==> config.mk <==
export PLATFORM = sky130hd
export DESIGN_NAME = fifo_sync_param_flat
export DESIGN_NICKNAME = d
export VERILOG_FILES = /design/src/rtl/fifo_sync_param_pkg.sv /design/src/rtl/fifo_sync_param_if.sv /design/src/rtl/fifo_sync_param_mem.sv /design/src/rtl/fifo_sync_param.sv /design/src/flat_wrapper.sv
export SDC_FILE = /design/constraint.sdc
export NUM_CORES = 1
export LEC_CHECK = 0
export ABC_AREA = 1
export BUFFER_PORTS_ARGS = -buffer_cell sky130_fd_sc_hd__buf_2
export CORE_AREA = 2 2 204 206
export CTS_BUF_LIST = sky130_fd_sc_hd__clkbuf_8 sky130_fd_sc_hd__clkbuf_16
export DETAILED_ROUTE_END_ITERATION = 8
export DIE_AREA = 0 0 206 208
export HOLD_SLACK_MARGIN = 0.15
export PLACE_DENSITY_LB_ADDON = 0.15
export SETUP_SLACK_MARGIN = 0.2
export SYNTH_ARGS = -nofsm -noshare
export SYNTH_HDL_FRONTEND = slang
export SYNTH_HIERARCHICAL = 1
export SYNTH_SLANG_ARGS = --single-unit
==> constraint.sdc <==
create_clock -name clock_i -period 8.4 [get_ports clock_i]
set_input_delay 1.68 -clock clock_i [delete_from_list [all_inputs] [get_ports clock_i]]
set_output_delay 1.68 -clock clock_i [all_outputs]
set_load 0.005 [all_outputs]
==> src/rtl/fifo_sync_param_pkg.sv <==
// Shared constants and sizing helpers for the parametrised synchronous FIFO.
package fifo_sync_param_pkg;

    localparam int FIFO_DEF_WIDTH    = 64;
    localparam int FIFO_DEF_DEPTH    = 8;
    localparam int FIFO_DEF_AE_LEVEL = 1;

    // Read-side behaviour of the output stage.
    typedef enum logic {
        RD_REGISTERED = 1'b0,
        RD_FWFT       = 1'b1
    } rd_mode_e;

    // Address bits needed to index DEPTH entries (never less than one).
    function automatic int fifo_addr_w(input int depth);
        return (depth <= 2) ? 1 : $clog2(depth);
    endfunction

    // Level counter width: one extra bit so the value DEPTH is representable.
    function automatic int fifo_lvl_w(input int depth);
        return fifo_addr_w(depth) + 1;
    endfunction

    function automatic bit fifo_is_pow2(input int n);
        return (n >= 2) && ((n & (n - 1)) == 0);
    endfunction

endpackage

==> src/rtl/fifo_sync_param_if.sv <==
// Producer/consumer handshake bundle of the FIFO; slave is the FIFO side.
interface fifo_sync_param_if
    import fifo_sync_param_pkg::*;
#(
    parameter int WIDTH = FIFO_DEF_WIDTH,
    parameter int DEPTH = FIFO_DEF_DEPTH
);
    localparam int LVL_W = fifo_lvl_w(DEPTH);

    logic             flush_i;
    logic [WIDTH-1:0] data_in_i;
    logic             data_in_v_i;
    logic             data_in_bkp_o;
    logic [WIDTH-1:0] data_out_o;
    logic             data_out_v_o;
    logic             data_out_req_i;
    logic [LVL_W-1:0] level_o;
    logic             full_o;
    logic             empty_o;
    logic             almost_full_o;
    logic             almost_empty_o;
    logic             overflow_o;
    logic             underflow_o;

    modport slave (
        input  flush_i, data_in_i, data_in_v_i, data_out_req_i,
        output data_in_bkp_o, data_out_o, data_out_v_o, level_o, full_o, empty_o,
               almost_full_o, almost_empty_o, overflow_o, underflow_o
    );

    modport master (
        output flush_i, data_in_i, data_in_v_i, data_out_req_i,
        input  data_in_bkp_o, data_out_o, data_out_v_o, level_o, full_o, empty_o,
               almost_full_o, almost_empty_o, overflow_o, underflow_o
    );

endinterface

==> src/rtl/fifo_sync_param_mem.sv <==
// DEPTH x WIDTH storage: one synchronous write port, one asynchronous read port, no reset.
module fifo_sync_param_mem
    import fifo_sync_param_pkg::*;
#(
    parameter int WIDTH = FIFO_DEF_WIDTH,
    parameter int DEPTH = FIFO_DEF_DEPTH,
    localparam int ADDR_W = fifo_addr_w(DEPTH)
) (
    input  logic              clock_i,
    input  logic              we_i,
    input  logic [ADDR_W-1:0] waddr_i,
    input  logic [WIDTH-1:0]  wdata_i,
    input  logic [ADDR_W-1:0] raddr_i,
    output logic [WIDTH-1:0]  rdata_o
);

    logic [WIDTH-1:0] mem_q [DEPTH];

    // Write the addressed entry on an accepted write.
    always_ff @(posedge clock_i) begin
        if (we_i) mem_q[waddr_i] <= wdata_i;
    end

    assign rdata_o = mem_q[raddr_i];

endmodule

==> src/rtl/fifo_sync_param.sv <==
// Parametrised single-clock FIFO with level/almost flags, sticky errors, flush
// and selectable registered or first-word-fall-through read stage.
module fifo_sync_param
    import fifo_sync_param_pkg::*;
#(
    parameter int WIDTH    = FIFO_DEF_WIDTH,
    parameter int DEPTH    = FIFO_DEF_DEPTH,
    parameter int FWFT     = 0,
    parameter int AF_LEVEL = DEPTH - 1,
    parameter int AE_LEVEL = FIFO_DEF_AE_LEVEL
) (
    input  logic               clock_i,
    input  logic               rst_n_i,
    fifo_sync_param_if.slave   bus
);

    localparam int       ADDR_W = fifo_addr_w(DEPTH);
    localparam int       LVL_W  = ADDR_W + 1;
    localparam rd_mode_e MODE   = (FWFT != 0) ? RD_FWFT : RD_REGISTERED;

    if (!fifo_is_pow2(DEPTH)) begin : g_bad_depth
        $error("fifo_sync_param: DEPTH must be a power of two >= 2");
    end
    if (AF_LEVEL < 0 || AF_LEVEL > DEPTH || AE_LEVEL < 0 || AE_LEVEL > DEPTH) begin : g_bad_lvl
        $error("fifo_sync_param: AF_LEVEL/AE_LEVEL must lie in 0..DEPTH");
    end

    localparam logic [LVL_W-1:0] AF_L = LVL_W'(AF_LEVEL);
    localparam logic [LVL_W-1:0] AE_L = LVL_W'(AE_LEVEL);

    logic [ADDR_W:0]   wr_ptr_q, wr_ptr_d, rd_ptr_q, rd_ptr_d;
    logic              ovf_q, ovf_d, udf_q, udf_d;
    logic [LVL_W-1:0]  level;
    logic              full, empty, wr_acc, pop;
    logic [WIDTH-1:0]  head;

    // Occupancy comes purely from registered pointers; the wrap bit separates full from empty.
    assign level  = wr_ptr_q - rd_ptr_q;
    assign empty  = (wr_ptr_q == rd_ptr_q);
    assign full   = (wr_ptr_q[ADDR_W-1:0] == rd_ptr_q[ADDR_W-1:0]) &&
                    (wr_ptr_q[ADDR_W] != rd_ptr_q[ADDR_W]);

    // A pop in the same cycle never frees space for a write, nor does a write feed a request.
    assign wr_acc = bus.data_in_v_i && !full;
    assign pop    = bus.data_out_req_i && !empty;

    // Next-state for pointers and sticky errors; flush overrides everything.
    always_comb begin
        wr_ptr_d = wr_ptr_q;
        rd_ptr_d = rd_ptr_q;
        ovf_d    = ovf_q;
        udf_d    = udf_q;
        if (bus.flush_i) begin
            wr_ptr_d = '0;
            rd_ptr_d = '0;
            ovf_d    = 1'b0;
            udf_d    = 1'b0;
        end else begin
            if (wr_acc) wr_ptr_d = wr_ptr_q + 1'b1;
            if (pop)    rd_ptr_d = rd_ptr_q + 1'b1;
            if (bus.data_in_v_i && full)      ovf_d = 1'b1;
            if (bus.data_out_req_i && empty)  udf_d = 1'b1;
        end
    end

    // Pointer and error registers, asynchronously cleared.
    always_ff @(posedge clock_i or negedge rst_n_i) begin
        if (!rst_n_i) begin
            wr_ptr_q <= '0;
            rd_ptr_q <= '0;
            ovf_q    <= 1'b0;
            udf_q    <= 1'b0;
        end else begin
            wr_ptr_q <= wr_ptr_d;
            rd_ptr_q <= rd_ptr_d;
            ovf_q    <= ovf_d;
            udf_q    <= udf_d;
        end
    end

    fifo_sync_param_mem #(
        .WIDTH (WIDTH),
        .DEPTH (DEPTH)
    ) u_mem (
        .clock_i (clock_i),
        .we_i    (wr_acc && !bus.flush_i),
        .waddr_i (wr_ptr_q[ADDR_W-1:0]),
        .wdata_i (bus.data_in_i),
        .raddr_i (rd_ptr_q[ADDR_W-1:0]),
        .rdata_o (head)
    );

    if (MODE == RD_REGISTERED) begin : g_reg_rd
        logic [WIDTH-1:0] dout_q;
        logic             dv_q;

        // Registered read: capture the head on a pop, one-cycle valid pulse; data holds otherwise.
        always_ff @(posedge clock_i or negedge rst_n_i) begin
            if (!rst_n_i) begin
                dout_q <= '0;
                dv_q   <= 1'b0;
            end else if (bus.flush_i) begin
                dv_q   <= 1'b0;
            end else begin
                dv_q   <= pop;
                if (pop) dout_q <= head;
            end
        end

        assign bus.data_out_o   = dout_q;
        assign bus.data_out_v_o = dv_q;
    end else begin : g_fwft_rd
        // Head shown directly; zeroed while empty so reset leaves the bus at 0.
        assign bus.data_out_o   = empty ? '0 : head;
        assign bus.data_out_v_o = !empty;
    end

    assign bus.level_o        = level;
    assign bus.full_o         = full;
    assign bus.empty_o        = empty;
    assign bus.data_in_bkp_o  = full;
    assign bus.almost_full_o  = (level >= AF_L);
    assign bus.almost_empty_o = (level <= AE_L);
    assign bus.overflow_o     = ovf_q;
    assign bus.underflow_o    = udf_q;

endmodule
==> src/flat_wrapper.sv <==
// flat-port wrapper written by rule: the top's interface ports become plain ports
module fifo_sync_param_flat import fifo_sync_param_pkg::*;
#(
    parameter int WIDTH    = FIFO_DEF_WIDTH,
    parameter int DEPTH    = FIFO_DEF_DEPTH,
    parameter int FWFT     = 0,
    parameter int AF_LEVEL = DEPTH - 1,
    parameter int AE_LEVEL = FIFO_DEF_AE_LEVEL
)
  (clock_i, rst_n_i, bus_flush_i, bus_data_in_i, bus_data_in_v_i, bus_data_out_req_i, bus_data_in_bkp_o, bus_data_out_o, bus_data_out_v_o, bus_level_o, bus_full_o, bus_empty_o, bus_almost_full_o, bus_almost_empty_o, bus_overflow_o, bus_underflow_o);
  fifo_sync_param_if #(.WIDTH(WIDTH), .DEPTH(DEPTH)) bus_i ();
  input  logic clock_i;
  input  logic rst_n_i;
  input wire logic [$bits(bus_i.flush_i)-1:0] bus_flush_i;
  input wire logic [$bits(bus_i.data_in_i)-1:0] bus_data_in_i;
  input wire logic [$bits(bus_i.data_in_v_i)-1:0] bus_data_in_v_i;
  input wire logic [$bits(bus_i.data_out_req_i)-1:0] bus_data_out_req_i;
  output wire logic [$bits(bus_i.data_in_bkp_o)-1:0] bus_data_in_bkp_o;
  output wire logic [$bits(bus_i.data_out_o)-1:0] bus_data_out_o;
  output wire logic [$bits(bus_i.data_out_v_o)-1:0] bus_data_out_v_o;
  output wire logic [$bits(bus_i.level_o)-1:0] bus_level_o;
  output wire logic [$bits(bus_i.full_o)-1:0] bus_full_o;
  output wire logic [$bits(bus_i.empty_o)-1:0] bus_empty_o;
  output wire logic [$bits(bus_i.almost_full_o)-1:0] bus_almost_full_o;
  output wire logic [$bits(bus_i.almost_empty_o)-1:0] bus_almost_empty_o;
  output wire logic [$bits(bus_i.overflow_o)-1:0] bus_overflow_o;
  output wire logic [$bits(bus_i.underflow_o)-1:0] bus_underflow_o;
  assign bus_i.flush_i = bus_flush_i;
  assign bus_i.data_in_i = bus_data_in_i;
  assign bus_i.data_in_v_i = bus_data_in_v_i;
  assign bus_i.data_out_req_i = bus_data_out_req_i;
  assign bus_data_in_bkp_o = bus_i.data_in_bkp_o;
  assign bus_data_out_o = bus_i.data_out_o;
  assign bus_data_out_v_o = bus_i.data_out_v_o;
  assign bus_level_o = bus_i.level_o;
  assign bus_full_o = bus_i.full_o;
  assign bus_empty_o = bus_i.empty_o;
  assign bus_almost_full_o = bus_i.almost_full_o;
  assign bus_almost_empty_o = bus_i.almost_empty_o;
  assign bus_overflow_o = bus_i.overflow_o;
  assign bus_underflow_o = bus_i.underflow_o;
  fifo_sync_param #(.WIDTH(WIDTH), .DEPTH(DEPTH), .FWFT(FWFT), .AF_LEVEL(AF_LEVEL), .AE_LEVEL(AE_LEVEL)) u_core (.clock_i(clock_i), .rst_n_i(rst_n_i), .bus(bus_i));
endmodule
After elaboration in Yosys (flattened, before gate mapping)

Memories as Yosys holds them, arrays and structs flattened. A register that Yosys moved wholly into a read port is not among the register bits.
Index checks and enable logic that the tools add are counted.
Widths: inputs -> output; s select.

Register bits after elaboration: 11
Bits in writable memories: 512
Memories kept: 1

$add $sub $neg: 3
Order comparisons: 2
Equality and inequality tests: 3
Mux-type cells: 11
Bitwise operators: 1
Reductions and logical operators: 15

Memories:

| name               | depth | width | read ports | clocked after Yosys merged registers in | wr ports | line                      | text |
|---|---|---|---|---|---|---|---|
| u_core.u_mem.mem_q | 8     | 64    | 1          | 1                                       | 1        | fifo_sync_param_mem.sv:17 | `logic [WIDTH-1:0] mem_q [DEPTH];` |

Operators by type and width:

| operator            | count |
|---|---|
| $mux 4              | 4 |
| $add 4x1->4 const B | 2 |
| $reduce_bool 2->1   | 4 |
| $mux 1              | 7 |
| $logic_and 1x1->1   | 6 |
| $eq 4x4->1          | 1 |
| $ge 4x3->1 const B  | 1 |
| $le 4x1->1 const B  | 1 |
| $logic_not 1->1     | 4 |
| $sub 4x4->4         | 1 |
| $eq 3x3->1          | 1 |
| $reduce_and 2->1    | 1 |
| $ne 1x1->1          | 1 |
| $not 1->1           | 1 |

Logic depth before layout (Yosys ltp)

Gate-level depths: netlist of the first run.

Word-level depth: 7
Mapped depth: 11
Depth with buffers taken out: 9

Cells and area by module

The synthesis of the first run kept the hierarchy.

By module, submodules not included:

| module              | instances | cells an instance | area each (µm²) | seq. area each (µm²) |
|---|---|---|---|---|
| fifo_sync_param_mem | 1         | 2230              | 22376.5         | 15374.7 |
| fifo_sync_param     | 1         | 387               | 3415.8          | 1876.8 |

Least setup slack after synthesis of the first run

OpenSTA, ideal clock, no wires.

Path kind: input to register
Start point: input bus_data_in_v_i
End point: memory u_core/u_mem/mem_q[1][0] in the netlist's numbering, enable pin
Setup time: 487 ps
Arrival: 4726 ps
Setup slack: 3187 ps
Cell stages on the path: 4
Buffers on the path: 0
Path through: nand2_1 nor2_1 nand2_1 nor2_1

Cells in the longest elaborated chain, start to end: 4

RTL lines:

| element                      | line                      | text |
|---|---|---|
| from (decl)                  | flat_wrapper.sv:16        | `input wire logic [$bits(bus_i.data_in_v_i)-1:0] bus_data_in_v_i;` |
| $logic_and 1x1->1            | fifo_sync_param.sv:44     | `assign wr_acc = bus.data_in_v_i && !full;` |
| $logic_and 1x1->1            | fifo_sync_param.sv:86     | `.we_i (wr_acc && !bus.flush_i),` |
| $mux 1                       | fifo_sync_param_mem.sv:21 | `if (we_i) mem_q[waddr_i] <= wdata_i;` |
| $mux 1 (not written as such) | fifo_sync_param_mem.sv:21 |  |
| to (decl)                    | fifo_sync_param_mem.sv:17 |  |

Every way passes these cells.

Final worst setup path of the first run

Start point: register u_core.rd_ptr_q[0]
End point: output bus_almost_full_o

Cells in the longest elaborated chain, start to end: 2

RTL lines:

| element                | line                   | text |
|---|---|---|
| from (decl)            | fifo_sync_param.sv:31  | `logic [ADDR_W:0] wr_ptr_q, wr_ptr_d, rd_ptr_q, rd_ptr_d;` |
| from (signal assigned) | fifo_sync_param.sv:75  | `rd_ptr_q <= rd_ptr_d;` |
| $sub 4x4->4            | fifo_sync_param.sv:38  | `assign level = wr_ptr_q - rd_ptr_q;` |
| $ge 4x3->1             | fifo_sync_param.sv:122 | `assign bus.almost_full_o = (level >= AF_L);` |
| to (decl)              | flat_wrapper.sv:24     | `output wire logic [$bits(bus_i.almost_full_o)-1:0] bus_almost_full_o;` |

Every way passes these cells.

==> impl_summary.md, run 1 <==
Timing
The hold violation total from the final report is 0. Setup repair after global routing left no endpoint under its margin. Setup violations remaining at the end of the flow were counted as 0. The measured slew at the worst slew-check pin is 1.20 ns.

Derived from the worst setup path, the maximum achievable clock frequency is 0.222 GHz. For the final routed database, the setup TNS stands at 0 ns. Across all hold checks on the routed design, the worst slack comes to 0.464 ns. After layout, the worst path uses 53.5% of the clock period.

The relative slew slack is 19.8%. The final-report max-slew violation count is 0. Counting I/O delays and the setup requirement, the final critical path takes 4.50 ns. The final worst clock skew is 0.0152 ns.

Once routing completed, OpenROAD measured the worst setup slack at 3.90 ns.

Clock network
TritonCTS built the clock tree. For the worst-skew pair, the clock arrives at the later sink with an insertion delay of 0.60 ns. The number of gates resized after cts is 0. The clock passes through at most 3 buffers. The post-CTS repair timing setup buffer count is 0. The total CTS buffers is 58. The number of sinks handled by clock tree synthesis is 587. The tree is rooted in a sky130_fd_sc_hd__clkbuf_16. After clock tree synthesis, the clock-pin slew on the worst setup and hold paths is 0.06 ns. CTS built an H-tree with a depth of 2. Buffers inserted to repair hold after CTS numbered 0.

Floorplanning
For this design the top-level I/O count stands at 145. Once the floorplan was initialized, standard cells occupied 63.6% of the core. The full die area is 42,800 sq um. The row count is 74. The floorplan core area is 40,600 sq um.

The chip width is 206 microns. The height of the die is 208 microns.

Global routing
Entering global routing, the biggest net connects 112 pins. The initial antenna violation count is 4. The number of global-route vias before repair is 17,200. Global routing used 27.9% of the available tracks across all layers. The remaining global-route overflow is 0. The global-route wire length before repair is 92,100 microns.

Critical path
For the worst flop-to-flop path, the logic depth is 9. The gate family responsible for the most delay along the worst path is flip-flops. The kind of start point of the critical path is a flop. The most repeated library cell on the critical path is sky130_fd_sc_hd__nand3_1. The worst-case register-to-register setup slack is 4.19 ns. The worst register-to-register path begins at u_core/rd_ptr_q[0].

The biggest cell delay along the critical path is 0.71 ns. STA puts the critical path data required time at 6.72 ns. For this design, the slowest cell found on the critical path is sky130_fd_sc_hd__dfrtp_4. The worst endpoint data arrival time is 2.82 ns. The startpoint-to-endpoint class of the critical path is reg2out. The largest fanout of any net on the critical path is 52.

Counting both buffers and inverters, the worst setup path holds a total of 1. The nature of the critical path endpoint is a primary output. The endpoint of the most critical register-to-register path is u_core/u_mem/mem_q[0][42].

Traced cell by cell, the critical path runs through ha_1, fa_1, xnor2_1, nand3_1, nand3_1, buf_2.

Place
Detailed placement finished with a half-perimeter wire length of 33,000 microns. Routability-driven placement finished with a final weighted congestion of 0.845. In this run the cell area measured after placement is 26,600 sq um. The total instance count after detailed placement is 3,187. The pre-CTS worst setup slack is 3.98 ns. In this run the tool buffered the top-level ports with 144 buffer cells.

Flow run
The number of max-cap violations is 0.

Cells and area
The total non-filler cell area in the finished layout is 28,700 sq um. The final standard cell count with taps included and fillers excluded is 3,298. The growth of design area from synthesis to finish is 11.2%. The share of the core filled with cells in the final layout is 70.7%. In the final design database the tool counted 2,790 nets. In the final layout, the share of cells above drive strength 1 is 9.88%.

Worst hold path
Counting instances, the worst hold path has a depth of 2. The path with the worst hold slack has its endpoint at u_core/bus.data_out_o[2]. The classification of the worst-slack hold path is reg2reg. In this run the most critical hold path is launched from u_core/bus.data_out_o[2].

Synthesis
The share of synthesized registers carrying an async set or reset is 12.8%. The average footprint of a synthesized cell is 9.86 sq um. After synthesis, the netlist uses 23 different library cells.

Ranked by instance count, the synthesized netlist is headed by 996 x sky130_fd_sc_hd__nand2_1, 526 x sky130_fd_sc_hd__inv_1, 512 x sky130_fd_sc_hd__edfxtp_1. The net count after synthesis is 2,692. The number of synthesized flops with an enable pin is 512. The most frequent cell after synthesis is sky130_fd_sc_hd__nand2_1. After synthesis, the cell types taking the most area are sky130_fd_sc_hd__edfxtp_1 60%, sky130_fd_sc_hd__nand2_1 14%, sky130_fd_sc_hd__inv_1 7.7%. The most used flip-flop cell after synthesis is sky130_fd_sc_hd__edfxtp_1. Of the post-synthesis cell area, the dominant cell type holds 59.6%.

During synthesis, Yosys emitted a total of 6 warnings. Synthesis produced 2,617 cells. In this run, synthesis produced a sequential element count of 587. Sequential cells were found to cover 66.9% of the synthesized design area. The cell taking the most area after synthesis is sky130_fd_sc_hd__edfxtp_1. In this run the cell area of the synthesized design comes to 25,800 sq um.

Power
The power per cell area is 259 nW/um^2. Combinational cells account for 16.4% of the total power. The completed layout was analyzed and its total power is 7.42 mW. The internal portion of total power is 5.42 mW.

In this run switching power makes up 27.0% of total power. VDD sags by at most 0.219 mV. In this run the power spent charging and discharging nets is 2.01 mW.

Registers are responsible for 47.1% of the overall power. The clock network accounts for 36.5% of the total power. In this run the static leakage power is 13.6 nW.

Routing
For this run, design rule violations remaining after detail routing come to 0. After the first detailed-routing iteration, the DRC count stood at 1,618. Across all layers, the routed design uses 17,800 vias. The average routed wire per standard cell is 17.9 microns. The first TritonRoute pass finished after 5 iterations. After detailed routing, the total wire length is 58,900 microns.

The count of nets left with antenna violations after detail routing is 0. After detailed routing, the number of vias per cell comes to 5.40.

Outcome
The flow ran to the end, and the final reports show no timing, DRC or antenna violations.
[layout make-up]
cell class	count	area [sq um]
Sequential cell	587	17300
Inverter	532	2010
Timing Repair Buffer	167	896
Clock buffer	62	1540
Tap cell	532	666
Clock inverter	46	480
Fill cell	2938	11900
Antenna cell	3	7.51
Multi-Input combinational cell	1369	5820
[registers in the layout, indices dropped and copies added, names as in the netlist]
| register | cells |
|---|---|
| u_core/rd_ptr_q | 4 |
| u_core/bus.data_out_v_o | 1 |
| u_core/u_mem/mem_q | 512 |
| u_core/bus.underflow_o | 1 |
| u_core/bus.overflow_o | 1 |
| u_core/wr_ptr_q | 4 |
| u_core/bus.data_out_o | 64 |
[how the worst max path moves through the flow]
stage | start | to | slack, ns | cells after the start
6_report | u_core/rd_ptr_q[0] | bus_almost_full_o | 3.90 | 6
5_1_grt | u_core/rd_ptr_q[0] | bus_almost_full_o | 3.76 | 6
4_1_cts | u_core/rd_ptr_q[0] | bus_almost_full_o | 3.86 | 6
3_5_place_dp | bus_data_in_v_i | u_core/u_mem/mem_q[0][43] | 3.98 | 6
3_3_place_gp | bus_data_in_v_i | u_core/u_mem/mem_q[0][41] | 4.11 | 6
2_1_floorplan | bus_data_in_v_i | u_core/u_mem/mem_q[1][0] | 3.19 | 4
[metal layers]
metal | vias up | routed length (microns) | GRT usage [%]
met3 | 86 | 4670 | 3.85
met2 | 751 | 28500 | 46.0
met5 | - | 7 | 0
met1 | 8544 | 24300 | 38.6
li1 | 8423 | - | -
met4 | 2 | 1450 | 8.87
[cell usage in the layout, fill, tap and decap left out, types with 5 or more instances in the layout]
cell type / n
sky130_fd_sc_hd__buf_2: 143
sky130_fd_sc_hd__buf_4: 24
sky130_fd_sc_hd__bufinv_16: 11
sky130_fd_sc_hd__clkbuf_16: 61
sky130_fd_sc_hd__clkinv_1: 9
sky130_fd_sc_hd__clkinv_2: 10
sky130_fd_sc_hd__dfrtp_1: 72
sky130_fd_sc_hd__edfxtp_1: 512
sky130_fd_sc_hd__ha_1: 5
sky130_fd_sc_hd__inv_1: 541
sky130_fd_sc_hd__nand2_1: 996
sky130_fd_sc_hd__nand3_1: 270
sky130_fd_sc_hd__nand4_1: 72
sky130_fd_sc_hd__nor2_1: 6
sky130_fd_sc_hd__nor2_4: 8
[worst reg2reg max path: stages (launching register included)]
cell and delay, ns:
sky130_fd_sc_hd__dfrtp_4 0.82, sky130_fd_sc_hd__ha_1 0.37, sky130_fd_sc_hd__nand3_1 0.16, sky130_fd_sc_hd__clkinv_1 0.14, sky130_fd_sc_hd__nand2_1 0.15, sky130_fd_sc_hd__nand2_1 0.16, sky130_fd_sc_hd__nor2_1 0.16, sky130_fd_sc_hd__nand2_1 0.25
sky130_fd_sc_hd__nor2_4 0.96, sky130_fd_sc_hd__buf_4 0.66
[logic make-up after synthesis]
logic type / count (synthesis) / synth area share, %
flip-flops: 587 / 66.9
AO/OA/AOI/OAI: 3 / 0.0582
XOR/XNOR: 3 / 0.102
adder cells (fa/ha/maj): 6 / 0.320
AND/OR/NAND/NOR: 1357 / 21.8
buffers and inverters: 661 / 10.8
[power groups by stage]
stage | clock (mW) | combinational [mW] | sequential [mW]
floorplan | 0 | 0.802 | 3.54
global placement | 0 | 1.17 | 3.55
detailed placement | 0 | 1.21 | 3.55
CTS | 2.75 | 1.22 | 3.50
global route | 2.85 | 1.37 | 3.52
finish | 2.71 | 1.22 | 3.50
Power figures use the tool's default switching activity.
==> inputs of run 2 (changes only) <==
- CORE_AREA: 2 2 204 206 -> 2 2 209 211
- DIE_AREA: 0 0 206 208 -> 0 0 211 213
- clock period: 8.4 -> 4.15 ns (I/O delays scaled with it)
==> run 2 against run 1 <==
Via count fell by 1.1%. Critical path depth is the same. Worst setup slack got worse by 3.3 ns. Critical endpoint is now bus_almost_empty_o.
==> impl_summary.md, run 2 (synthesis gave the netlist of run 1 again) <==
Timing
The relative slew slack is 21.3% (+1.5 points). The final-report max-slew violation count is 0 (unchanged). Derived from the worst setup path, the maximum achievable clock frequency is 0.281 GHz. Setup repair after global routing left no endpoint under its margin. The final critical path time including I/O delays and setup is 3.56 ns.

The final worst-path setup slack came to 0.595 ns (-3.31 ns). The final-layout worst hold slack is 0.442 ns (-0.0223 ns). The hold violation total from the final report is 0 (unchanged). The total setup violations reported at the end of the flow is 0 (unchanged).

The final worst clock skew is 0.0176 ns (+0.00243 ns). The measured slew at the worst slew-check pin is 1.18 ns (-0.0227 ns). The worst path uses 85.7% of the clock period.

Clock network
The maximum number of buffers from clock root to sink is 3 (unchanged). The number of gates resized after cts was 0 (unchanged). The number of hold buffers added after CTS was 0 (unchanged). The cell chosen for the clock root is sky130_fd_sc_hd__clkbuf_16.

The maximum level of the CTS H-tree is 2 (unchanged). The post-CTS repair timing setup buffer count came to 0 (unchanged). The clock-pin slew on the worst setup and hold paths is 0.06 ns (about the same).

The total CTS buffers is 60 (+3.4%). TritonCTS built the clock tree. The latest clock arrival within the worst-skew pair was 0.61 ns (about the same). The number of sinks handled by clock tree synthesis was 587 (unchanged).

Place
The placed wire-length estimate after detailed placement is 33,300 microns (+1.1%). The total placed instance area is 26,800 sq um (+0.62%). The pre-CTS worst setup slack is 1.04 ns (-2.93 ns). The number of input and output port buffers inserted came to 144 (unchanged). The routability-driven placement congestion ratio is 0.799 (-5.5%).

Floorplanning
The row count is 76 (+2.7%). The count of pins on the block boundary is 145 (unchanged). The height of the die came to 213 microns (+2.4%). The initial standard-cell utilization of the core came to 60.4% (-3.2 points). The floorplan core area is 42,700 sq um (+5.3%).

The full die area is 44,900 sq um (+4.9%). The chip width is 211 microns (+2.4%).

Cells and area
The number of nets at the end of the flow is 2,804 (+0.50%). The top cell types in the final layout, fill and taps aside, are 996 x sky130_fd_sc_hd__nand2_1, 545 x sky130_fd_sc_hd__inv_1, 512 x sky130_fd_sc_hd__edfxtp_1. The number of flip-flops under the largest register name is 512 (unchanged). The leading cell type in the layout, fill and taps excluded is sky130_fd_sc_hd__nand2_1.

The share of post-route cells with drive strength above 1 is 10.4% (+0.48 points). Compared with the post-synthesis result, the final layout area differs by 11.6%. More flip-flops sit in one register than any other, and that register is u_core/u_mem/mem_q. The total non-filler cell area in the finished layout is 28,800 sq um (+0.37%).

The share of the core filled with cells in the final layout is 67.4% (-3.3 points).

Routing
The total wire length after detailed routing is 58,800 microns (-0.23%). The vias after detailed routing came to 17,600 (-1.1%). The number of DRC violations after detailed routing is 0 (unchanged).

The count of nets left with antenna violations after detail routing is 0 (unchanged). The mean number of vias per cell is 5.29 (-2.0%). The average routed wire per standard cell is 17.7 microns (-1.1%). The first-pass iteration count of the detailed router is 7 (+2). The number of DRC markers after the initial detailed-route iteration is 1,633 (+0.93%).

Critical path
The kind of start point of the critical path is a flop. The largest fanout of any net on the critical path is 34 (-35%). The worst endpoint data arrival time came to 2.73 ns (-0.09 ns). The critical path is of the reg2out type. The nature of the critical path endpoint is a primary output. The required time at the worst-slack endpoint was 3.32 ns (-3.40 ns).

Power
The overall power is 14.8 mW (+99%). The power per cell area is 515 nW/um^2 (+99%). The clock network fraction of total power is 35.8% (-0.7 points). The internal portion of total power is 10.8 mW (+99%). The register share of total power is 47.5% (+0.4 points). The leakage power of the design is 13.6 nW (+0.63%).

The worst supply voltage drop on vdd is 0.381 mV (+74%). The switching part of the total is 27.2% (+0.19 points). The switching power of the nets is 4.03 mW (+100%). The combinational share of power came to 16.7% (+0.3 points).

Global routing
The number of global-route vias before repair came to 17,400 (+1.2%). The global-route wire length before repair is 93,200 microns (+1.3%). The largest net degree at the start of global routing is 109 (-2.7%).

The overall global routing resource usage came to 27.0% (-0.86 points). The remaining global-route overflow is 0 (unchanged). The initial antenna violation count is 3 (-1).

Outcome
The run finished with clean final reports.

Flow run
The number of max-cap violations is 0 (unchanged).

Worst hold path
The classification of the worst-slack hold path is in2async.
-- run 2: layout make-up --
type	count	area, sq um
Antenna cell	1	2.50
Clock buffer	71	1660
Clock inverter	41	302
Fill cell	3187	13900
Inverter	532	2000
Multi-Input combinational cell	1369	5820
Sequential cell	587	17300
Tap cell	546	683
Timing Repair Buffer	179	1050
-- run 2: critical path: stages, from the launching register on --
cell and delay [ns]:
sky130_fd_sc_hd__dfrtp_4 0.66, sky130_fd_sc_hd__ha_1 0.29, sky130_fd_sc_hd__fa_1 0.57, sky130_fd_sc_hd__inv_1 0.09, sky130_fd_sc_hd__or2_2 0.29, sky130_fd_sc_hd__nor2_1 0.11
sky130_fd_sc_hd__buf_2 0.12
-- run 2: power groups by stage --
stage	registers [mW]	clock network [mW]	logic (mW)
after global routing	7.08	5.64	2.82
after CTS	7.04	5.38	2.49
after global placement	7.14	0	2.41
after detailed placement	7.16	0	2.47
final	7.04	5.30	2.48
after floorplan	7.16	0	1.62
-- run 2: metal layers --
layer,track usage (%),up-vias,part of all wire (%)
met4,7.84,4,1.9
met2,45.5,640,49
li1,-,8455,-
met1,36.6,8412,42
met5,0,-,0.036
met3,4.32,94,6.8
-- run 2: final timing paths --
kind | start | to | slack [ns] | cells past startpoint
min in group clock_i | u_core/bus.data_out_o[39] | u_core/bus.data_out_o[39] | 0.47 | 2
hold reg to reg | u_core/bus.data_out_o[39] | u_core/bus.data_out_o[39] | 0.47 | 2
setup reg to reg | u_core/rd_ptr_q[0] | u_core/u_mem/mem_q[0][54] | 1.02 | 9
max in group asynchronous | rst_n_i | u_core/rd_ptr_q[0] | 2.87 | 1
hold / removal | rst_n_i | u_core/bus.data_out_o[0] | 0.44 | 1
setup / recovery | u_core/rd_ptr_q[0] | bus_almost_empty_o | 0.59 | 6
-- run 2: per-stage QoR --
step / cells / TNS [ns]
after floorplan: 2617 / -286.79
after global routing: 3325 / 0
final: 3326 / 0
after detailed placement: 3213 / 0
after global placement: 3213 / 0
after CTS: 3325 / 0
